--- src/rtl/heap_pkg.sv ---
// Shared types and helpers for the top-K min-heap sift pipeline.
// Words carry an unsigned key in their top bits; the remaining bits are payload.
package heap_pkg;

  localparam int HEAP_KEY_WIDTH = 16;
  // Widest node word the key helper accepts.
  localparam int HEAP_MAX_DW    = 64;

  typedef enum logic [1:0] {
    INIT = 2'd0,
    IDLE = 2'd1,
    CMP  = 2'd2
  } state_t;

  // Caller zero-extends the word to HEAP_MAX_DW and truncates the result to kw bits.
  function automatic logic [HEAP_MAX_DW-1:0] key_of(
    input logic [HEAP_MAX_DW-1:0] word,
    input int                     dw,
    input int                     kw
  );
    return word >> (dw - kw);
  endfunction

  // Child node index at the next level: left child sel=0, right child sel=1.
  function automatic logic [32:0] child_idx(
    input logic [31:0] idx,
    input logic        sel
  );
    return {idx, sel};
  endfunction

endpackage

--- src/rtl/heap_min2.sv ---
// Combinational min of two node words by key; zero latency, no flow control.
// A tie selects the left word (sel=0) so equal keys never move needlessly.
module heap_min2
  import heap_pkg::*;
#(
  parameter int DATA_WIDTH = 32,
  parameter int KEY_WIDTH  = HEAP_KEY_WIDTH
) (
  input  logic [DATA_WIDTH-1:0] a,
  input  logic [DATA_WIDTH-1:0] b,
  output logic [DATA_WIDTH-1:0] min_word,
  output logic                  sel
);

  logic [KEY_WIDTH-1:0] key_a;
  logic [KEY_WIDTH-1:0] key_b;

  assign key_a    = KEY_WIDTH'(key_of(HEAP_MAX_DW'(a), DATA_WIDTH, KEY_WIDTH));
  assign key_b    = KEY_WIDTH'(key_of(HEAP_MAX_DW'(b), DATA_WIDTH, KEY_WIDTH));
  assign sel      = key_b < key_a;
  assign min_word = sel ? b : a;

endmodule

--- src/rtl/heap_sift_stage.sv ---
// One heap level: zero-fills its own level, then places V at node i, swapping with the smaller child.
// Accept cycle t, own write and child request decided in t+1, out_valid in t+2; in_ready low from t+1 to t+2.
module heap_sift_stage
  import heap_pkg::*;
#(
  parameter int DATA_WIDTH = 32,
  parameter int KEY_WIDTH  = HEAP_KEY_WIDTH,
  parameter int LEVEL      = 1,
  parameter bit IS_LAST    = 1'b0,
  parameter int IW         = (LEVEL > 1) ? LEVEL : 1
) (
  input  logic                  clk,
  input  logic                  rst_n,
  input  logic                  in_valid,
  input  logic [IW-1:0]         in_idx,
  input  logic [DATA_WIDTH-1:0] in_val,
  output logic                  in_ready,
  output logic [IW:0]           ch_addr_a,
  output logic [IW:0]           ch_addr_b,
  input  logic [DATA_WIDTH-1:0] ch_q_a,
  input  logic [DATA_WIDTH-1:0] ch_q_b,
  output logic                  wr_en,
  output logic [IW-1:0]         wr_addr,
  output logic [DATA_WIDTH-1:0] wr_data,
  output logic                  out_valid,
  output logic [IW:0]           out_idx,
  output logic [DATA_WIDTH-1:0] out_val,
  output logic                  init_done
);

  localparam int           CW    = IW + 1;
  localparam logic [CW-1:0] NODES = CW'(1) << LEVEL;

  typedef struct packed {
    logic [IW-1:0]         idx;
    logic [DATA_WIDTH-1:0] val;
  } req_t;

  state_t                state;
  logic [CW-1:0]         init_cnt;
  logic                  init_wr_q;
  logic [IW-1:0]         init_addr_q;
  req_t                  req_q;
  logic [DATA_WIDTH-1:0] min_word;
  logic                  min_sel;
  logic [KEY_WIDTH-1:0]  v_key;
  logic [KEY_WIDTH-1:0]  m_key;
  logic                  sift_stop;

  // Child reads are issued in the accept cycle so the words land in CMP.
  assign ch_addr_a = {in_idx, 1'b0};
  assign ch_addr_b = {in_idx, 1'b1};

  heap_min2 #(
    .DATA_WIDTH (DATA_WIDTH),
    .KEY_WIDTH  (KEY_WIDTH)
  ) u_min2 (
    .a        (ch_q_a),
    .b        (ch_q_b),
    .min_word (min_word),
    .sel      (min_sel)
  );

  assign v_key     = KEY_WIDTH'(key_of(HEAP_MAX_DW'(req_q.val), DATA_WIDTH, KEY_WIDTH));
  assign m_key     = KEY_WIDTH'(key_of(HEAP_MAX_DW'(min_word), DATA_WIDTH, KEY_WIDTH));
  assign sift_stop = IS_LAST || (v_key <= m_key);

  // The CMP write depends on the child words, which are only valid in that cycle.
  always_comb begin
    wr_en   = init_wr_q;
    wr_addr = init_addr_q;
    wr_data = '0;
    if (state == CMP) begin
      wr_en   = 1'b1;
      wr_addr = req_q.idx;
      wr_data = sift_stop ? req_q.val : min_word;
    end
  end

  always_ff @(posedge clk) begin
    if (!rst_n) begin
      state       <= INIT;
      init_cnt    <= '0;
      init_wr_q   <= 1'b0;
      init_addr_q <= '0;
      req_q       <= '0;
      in_ready    <= 1'b0;
      init_done   <= 1'b0;
      out_valid   <= 1'b0;
      out_idx     <= '0;
      out_val     <= '0;
    end else begin
      out_valid <= 1'b0;
      case (state)
        INIT: begin
          if (init_cnt == NODES) begin
            init_wr_q <= 1'b0;
            init_done <= 1'b1;
            in_ready  <= 1'b1;
            state     <= IDLE;
          end else begin
            init_wr_q   <= 1'b1;
            init_addr_q <= IW'(init_cnt);
            init_cnt    <= init_cnt + CW'(1);
          end
        end
        IDLE: begin
          if (in_valid && in_ready) begin
            req_q    <= '{idx: in_idx, val: in_val};
            in_ready <= 1'b0;
            state    <= CMP;
          end
        end
        CMP: begin
          in_ready <= 1'b1;
          state    <= IDLE;
          if (!sift_stop) begin
            out_valid <= 1'b1;
            out_idx   <= CW'(child_idx(32'(req_q.idx), min_sel));
            out_val   <= req_q.val;
          end
        end
        default: state <= INIT;
      endcase
    end
  end

  a_in_protocol: assert property (@(posedge clk) disable iff (!rst_n) in_valid |-> in_ready);

endmodule
--- config.mk ---
export PLATFORM = sky130hd
export DESIGN_NAME = heap_sift_stage
export DESIGN_NICKNAME = d
export VERILOG_FILES = /design/src/rtl/heap_pkg.sv /design/src/rtl/heap_min2.sv /design/src/rtl/heap_sift_stage.sv
export SDC_FILE = /design/constraint.sdc
export NUM_CORES = 1
export LEC_CHECK = 0
export CORE_ASPECT_RATIO = 1.4
export CORE_UTILIZATION = 33
export CTS_CLUSTER_DIAMETER = 200
export DETAILED_ROUTE_END_ITERATION = 12
export PLACE_DENSITY = 0.66
export SYNTH_ARGS = -nofsm -noshare
export SYNTH_HDL_FRONTEND = slang
export SYNTH_SLANG_ARGS = --single-unit
export TNS_END_PERCENT = 5
--- constraint.sdc ---
create_clock -name clk -period 4.66 [get_ports clk]
set_input_delay 0.932 -clock clk [delete_from_list [all_inputs] [get_ports clk]]
set_output_delay 0.932 -clock clk [all_outputs]
set_load 0.005 [all_outputs]
* Word level (Yosys, flattened, before mapping)
Cells that the tools add are included.
** Cells by class
- Bitwise operators :: 2
- $lt $le $gt $ge :: 2
- Add/sub/neg operators :: 1
- Shifts and indexed selects :: 0
- Reductions and logical operators :: 10
- Multiply operators :: 0
- Equality and inequality tests :: 5
- Divide/modulo/power cells :: 0
- Muxes and demuxes :: 13
** Operators by type and width (count)
- $mux W32 :: 3
- $le A16 B16 Y1 :: 1
- $lt A16 B16 Y1 :: 1
- $reduce_and A2 Y1 :: 6
- $mux W1 :: 6
- $pmux W2 S3 :: 1
- $eq A2 B2 Y1 const B :: 2
- $mux W2 :: 2
- $ne A2 B2 Y1 const B :: 2
- $pmux W1 S3 :: 1
- $reduce_and A3 Y1 :: 1
- $reduce_bool A3 Y1 :: 1
- $add A2 B1 Y2 const B :: 1
- $eq A2 B1 Y1 const B :: 1
- $logic_not A2 Y1 :: 1
- $not A1 Y1 :: 2
- $logic_and A1 B1 Y1 :: 1
** Word-level totals
- Word-level logic and storage cells :: 44
- Memory bits (read-only) :: 0
- Flip-flop bits (word level) :: 76
- RAM bits :: 0
- Bits in latches :: 0
- Memories kept :: 0
- Bits of input ports :: 100

* Depth between registers and ports, before layout
Gate-level depths: netlist of the first run.
- Word-level depth :: 5
- Gate-level depth with buffers :: 18
- Depth with buffers taken out :: 15

* Cells and area by module
Synthesis of the first run repeated with hierarchy kept, for this count alone.
** Second synthesis, totals
- Cell total of the unflattened synthesis :: 590
- Area total of the unflattened synthesis :: 5007.3 um^2
** Modules (own cells, without submodules)
- heap_sift_stage :: area each 4082.7 um^2, cells each 503, seq. area each 1521.5 um^2, instances 1
- heap_min2 :: area each 924.6 um^2, cells each 87, seq. area each 0.0 um^2, instances 1

* Worst setup path after synthesis of the first run
Ideal clock, no wire load.
- Path type :: input port to output port
- Start point :: in ch_q_a[29]
- End point :: out wr_data[27]
- Arrival time :: 4.036 ns
- Path buffers :: 3
- Stages :: 15
- Setup slack :: -0.308 ns
- Cell sequence :: inv_1 > ha_1 > and4_1 > a221o_1 > a31oi_4 > buf_8 > mux2i_1 > ha_1 > a211oi_1 > nor2_1 > a221oi_1 > a21oi_2 > buf_2 > clkbuf_1 > a21oi_1
** Between the ends
- Word-level cells in the longest chain between the ends :: 5
** RTL lines
- from (decl) :: line heap_sift_stage.sv:20 : input logic [DATA_WIDTH-1:0] ch_q_a,
- $lt A16 B16 Y1 :: line heap_min2.sv:20 : assign sel = key_b < key_a;
- $mux W32 (*) :: line heap_min2.sv:21 : assign min_word = sel ? b : a;
- $le A16 B16 Y1 :: line heap_sift_stage.sv:66 : assign sift_stop = IS_LAST || (v_key <= m_key);
- $mux W32 (*) :: line heap_sift_stage.sv:76 : wr_data = sift_stop ? req_q.val : min_word;
- $mux W32 (*) :: line heap_sift_stage.sv:73 : if (state == CMP) begin
- to (decl) :: line heap_sift_stage.sv:24 : output logic [DATA_WIDTH-1:0] wr_data,
Mark *: on every way between the ends. The rest lies on a longest branch, timed or not.

* Final worst setup path of the first run
- Start point :: in ch_q_a[17]
- End point :: out wr_data[28]
Same word-level chain as after synthesis.

==> impl_metrics.ini, run 1 <==
[clock_tree]
cts-hold-fix-buffers = 0
numCtsBuffers = 9
clock_sinks = 76
clock_latency_ns = 0.33
path_clk_slew_ns = 0.05
tritoncts = yes
cts_htree_levels = 3
cts_max_path_buffers = 2
cts_root_buffer = clkbuf_16

[routing]
drt-vias-per-instance = 4.90
drtIter0Drc = 127
wl_per_cell_um = 15.3
finalWirelength_mm = 14.6
drtAntennaViolNets = 0
drc = 0
num_vias = 4679
dr.pass1.iters = 5

[synthesis]
syn_area_um2 = 4440
yosysTopAreaCellShare_pct = 34.3
yosys_register_bits = 76
synthTopCellsByArea = dfxtp_1, mux2i_1, nand2_1
syn_nets = 677
ys_warn_count = 0
synth_largest_area_cell = dfxtp_1
synthFlopType = dfxtp_1
synth_cell_type_count = 39
yosysMostFrequentCell = nand2_1
synth_edf_count = 0
synth_common_cells = nand2_1, dfxtp_1, mux2i_1
synthArstFlopShare_pct = 0
seq_area_frac_synth_pct = 34.3
avgSynthCellArea_um2 = 8.15
syn_inst = 545

[setup_path]
cp_max_fo = 17
cp.required_ns = 3.73
crit_type = in2out
crit_path_end_kind = output pin
r2r_cells = 15
r2r_start = req_q[30]
reg2reg_slack_ns = 1.99
crit_arrival_ns = 4.58
start_kind = primary input
worst_r2r_endpoint = out_val[16]

[floorplan]
die_x_um = 100
die_y_um = 139
die_area_um2 = 13900
core_area_um2 = 13000
rows = 49
ios = 175
start_util_pct = 34.2

[grt]
grt_max_degree = 62
overflow = 0
grt_pass1_vias = 4764
grt_pass1_wl_mm = 23.0
track_usage_pct = 20.9
antenna_found_initial = 0

[sta]
fmax_mhz = 181
setup_tns_ns = -18.16
worstMarginPinSlew_ns = 0.955
hold_viol = 0
min_period_ns = 5.52
whs_ns = 0.454
rsz0062_at_grt = true
finalSetupViolations = 32
slew_viol_final = 0
slew_headroom_pct = 36.3
skew_ns = 0.00852
period_share_pct = 118
worst_slack_ns = -0.856

[finish]
num-fill-cells = 1156
regArea_um2 = 1520
synthToLayoutAreaGrowth_pct = 73.4
layoutNonFillerInstCount = 954
multiInputGateArea_um2 = 3250
diodes = 0
fin_area_um2 = 7700
drive_gt1_share_pct = 32.1
layout.nets = 904

[run]
drv_cap = 0

[hold_path]
holdCritStartpoint = out_val[14]
min_to = out_val[14]
hold_depth = 2
hp-class = reg2reg

[outcome]
violations = negative setup slack
status = finished, violations left

[placed_design]
gp_congestion = 0.783
portBuffers = 172
dp_slack_ns = -1.42
post_dp_cell_area_um2 = 7010
post-place-cells = 916
hpwl_mm = 10.5

[pwr]
powerDensity_nw_per_um2 = 262
peakVddDrop_mv = 0.187
leakage_nw = 3.07
-- layer usage --
metal / routed length (um) / track usage (%)
met2: 8090 / 40.7
met1: 5680 / 22.5
met4: 197 / 6.33
met3: 652 / 3.42
met5: 0 / 0
-- stage by stage --
step           power, mW  utilization (%)
3_5_place_dp        1.15             53.9
2_1_floorplan      0.944                -
5_1_grt             2.11             59.2
3_3_place_gp        1.13             53.9
4_1_cts             2.03             59.1
6_report            2.02             59.2
-- layout make-up --
class	count	area share (%)
well taps	178	2.89
clock buffers	10	2.98
multi-input cells	407	42.3
clock inverters	5	1.63
inverters	21	1.09
flip-flops and latches	76	19.8
repair buffers	257	29.4
-- registers in the layout, summed over array words and instances (netlist names) --
register     flops
in_ready         1
req_q           33
init_addr_q      1
out_valid        1
init_done        1
init_cnt         2
init_wr_q        1
out_val         32
state            2
out_idx          2
-- placed cells by master, fill, tap and decap left out, types with 2 or more instances in the layout --
cell and n:
clkdlybuf4s50_1 109, dlygate4sd2_1 10, ha_1 12, nand2_1 140, o21ai_2 2, dfxtp_1 76
o211a_1 2, and2_1 2, nand3_1 2, buf_8 2, nand2_2 2, mux2i_4 12
ha_4 19, buf_2 37, buf_4 70, a211oi_2 2, inv_4 2, clkbuf_16 10
nand4_1 5, dlymetal6s2s_1 6, bufinv_16 4, buf_6 8, and4_1 2, mux2i_2 3
o21ai_1 6, a21boi_0 33, mux2i_1 50, nor2_2 2, buf_12 4, o21ai_0 31
nor2b_1 3, inv_1 10, nor2_1 8, a21oi_2 33, a21oi_1 10, conb_1 2
clkbuf_2 9, inv_2 9
-- worst max-delay path, stage by stage --
cell             delay (ns)
buf_2                  0.11
inv_2                  0.05
ha_4                   0.24
a2111oi_4              0.39
o311ai_4               0.16
a31oi_4                0.26
buf_8                  0.20
mux2i_2                0.27
ha_1                   0.28
and4_1                 0.21
a221oi_2               0.36
a21oi_4                0.15
clkbuf_16              0.20
buf_4                  0.16
a21oi_2                0.11
clkdlybuf4s50_1        0.50
-- repair_timing --
item                       4_1_cts  5_1_grt
gates resized for setup        220       32
setup endpoints to repair       66       34
setup buffers                   20        0
cloned                           2        1
pin swaps                       28        4
-- worst max-delay path by stage --
stage / cells past startpoint / endpoint / slack [ns] / from
floorplan: 14 / wr_data[10] / -0.05 / ch_q_b[30]
CTS: 18 / wr_data[11] / -0.93 / ch_q_a[25]
finish: 16 / wr_data[28] / -0.86 / ch_q_a[17]
detailed placement: 18 / wr_data[14] / -1.42 / ch_q_a[22]
global route: 17 / wr_data[28] / -1.01 / ch_q_a[17]
global placement: 17 / wr_data[14] / -1.28 / ch_q_b[25]
-- cells by family after synthesis --
logic type / share of synthesized area (%)
simple gates: 16.6
fa+ha+maj: 9.02
compound gates: 18.3
xor+xnor: 0.197
mux: 14.9
other cells: 0.169
flops: 34.3
buf+inv: 6.57
-- power breakdown --
part / internal [mW] / switching, mW / total [mW]
Combinational: 0.283 / 0.215 / 0.499
Sequential: 0.676 / 0.0212 / 0.698
Clock: 0.573 / 0.251 / 0.824
Note: power is estimated with default switching activity, not from simulation.
==> inputs of run 2 (changes only) <==
CORE_MARGIN = 2   (was not set)
CORE_UTILIZATION = 40   (was 33)
PLACE_DENSITY = 0.77   (was 0.66)
SLEW_MARGIN = 40   (was not set)
==> run 2 against run 1 <==
Compared with the run above:
- the run still ends with negative setup slack left
- critical path depth grew 4
- combinational power increased by 3%
- sequential power hardly changed
- largest power group unchanged
==> impl_metrics.ini, run 2 (same netlist as run 1, synthesis figures left out) <==
[clock_tree]
numCtsBuffers = 9
clock_latency_ns = 0.33
path_clk_slew_ns = 0.05
tritoncts = yes
clock_sinks = 76
cts_htree_levels = 3
cts_max_path_buffers = 2
cts_root_buffer = clkbuf_16

[sta]
slew_headroom_pct = 52.4
slew_viol_final = 0
rsz0062_at_grt = true
fmax_mhz = 179
setup_tns_ns = -19.42
skew_ns = 0.00655
whs_ns = 0.458
worst_slack_ns = -0.934
hold_viol = 0
min_period_ns = 5.59
worstMarginPinSlew_ns = 0.714
finalSetupViolations = 40
period_share_pct = 120

[routing]
drtIter0Drc = 168
drt-vias-per-instance = 5.17
num_vias = 4725
wl_per_cell_um = 16.6
dr.pass1.iters = 4
drtAntennaViolNets = 0
drc = 0
finalWirelength_mm = 15.2

[setup_path]
cp.required_ns = 3.73
max_stage_delay_ns = 0.52
path_cells = dlymetal6s2s_1, inv_2, ha_4, a2111oi_4, o311ai_4, a31oi_4, buf_12, buf_8, mux2i_2, ha_1, nand2_1, nor3_4, buf_6, o31ai_4, a21oi_4, buf_4, buf_12, o21ai_0, a21oi_2, clkdlybuf4s50_1
start_kind = primary input
crit_type = in2out
crit_path_end_kind = output pin
cpMostUsedCell = buf_12
cp_max_fo = 12
crit_arrival_ns = 4.66
slowest_stage = clkdlybuf4s50_1

[finish]
drive_gt1_share_pct = 30.8
layoutNonFillerInstCount = 914
num-fill-cells = 857
diodes = 0
layout.nets = 900
synthToLayoutAreaGrowth_pct = 76.0
largest-register = req_q
layout_common_cells = nand2_1, clkdlybuf4s50_1, dfxtp_1
top_regs = req_q x33, out_val x32
largest_reg_flops = 33
final_common_cell = nand2_1

[hold_path]
hp-class = reg2reg

[placed_design]
post-place-cells = 875
gp_congestion = 0.814
portBuffers = 172
hpwl_mm = 10.2

[run]
drv_cap = 0

[floorplan]
start_util_pct = 41.1
ios = 175
die_area_um2 = 12000
die_x_um = 93.0
core_area_um2 = 10800
die_y_um = 129
rows = 45

[grt]
grt_pass1_vias = 4754
overflow = 0
antenna_found_initial = 0
grt_max_degree = 64
grt_pass1_wl_mm = 22.2
track_usage_pct = 23.2

[outcome]
status = finished, violations left
violations = negative setup slack

[pwr]
powerDensity_nw_per_um2 = 249
leakage_nw = 3.27
peakVddDrop_mv = 0.213
[run 2: cell count changes in the layout (fill, tap and decap cells not counted), moves of 6 or more]
cell / change
buf_2: -30
dlymetal6s2s_1: +18
clkbuf_2: +14
dlygate4sd2_1: -10
buf_4: -9
o21ai_0: -9
o21ai_1: +7
buf_6: +6
[run 2: cell type report]
type	count	area, um^2	share of cell area [%]
Inverter	21	86.3	1.11
Multi-Input combinational cell	407	3270	41.8
Clock buffer	9	225	2.88
Sequential cell	76	1520	19.5
Timing Repair Buffer	253	2440	31.3
Tap cell	141	176	2.26
Clock inverter	7	91.3	1.17
[run 2: worst paths after layout]
check             slack (ns)     endpoint  cells after the start  startpoint
setup reg to reg        1.80   out_val[2]                     15   req_q[30]
hold / removal          0.46   out_val[8]                      2  out_val[8]
hold reg to reg         0.46   out_val[8]                      2  out_val[8]
setup / recovery       -0.93  wr_data[17]                     20  ch_q_a[17]
[run 2: routing by layer]
layer / routed length, um / global-route usage (%) / vias to the layer above
met4: 367 / 8.74 / 0
met5: 0 / 0 / -
met3: 714 / 4.33 / 29
met1: 5680 / 24.9 / 2240
met2: 8390 / 44.4 / 151
li1: - / - / 2305
[run 2: repair_timing]
| action | in CTS | in global routing |
|---|---|---|
| cloned | 1 | 3 |
| hold buffers | 0 | 0 |
| resized for setup | 7 | 195 |
| hold endpoints to repair | 0 | 0 |
| buffers inserted | 0 | 20 |
| pin swaps | 0 | 21 |
| setup endpoints to repair | 66 | 66 |
[run 2: worst max-delay path: cells and delay by family]
family | cells | cell delay [ns]
buffers and inverters | 8 | 1.45
AOI/OAI and AO/OA | 7 | 1.20
adders and majority gates | 2 | 0.40
and+or+nand+nor | 2 | 0.37
muxes | 1 | 0.29
[run 2: power by group]
part / switching (mW) / internal (mW) / total, mW
Clock: 0.267 / 0.466 / 0.733
Sequential: 0.0213 / 0.676 / 0.698
Combinational: 0.222 / 0.290 / 0.512
Total: 0.510 / 1.43 / 1.94
[run 2: stage by stage]
| stage | setup slack, ns | utilization [%] | power, mW | cell area (um^2) |
|---|---|---|---|---|
| after detailed placement | -1.47 | 64.1 | 1.15 | 6930 |
| after global routing | -1.08 | 72.3 | 2.03 | 7810 |
| after floorplan | -0.0518 | - | 0.944 | 4830 |
| after global placement | -1.33 | 64.1 | 1.13 | 6930 |
| final | -0.934 | 72.3 | 1.94 | 7810 |
| after CTS | -1.37 | 67.7 | 1.89 | 7320 |
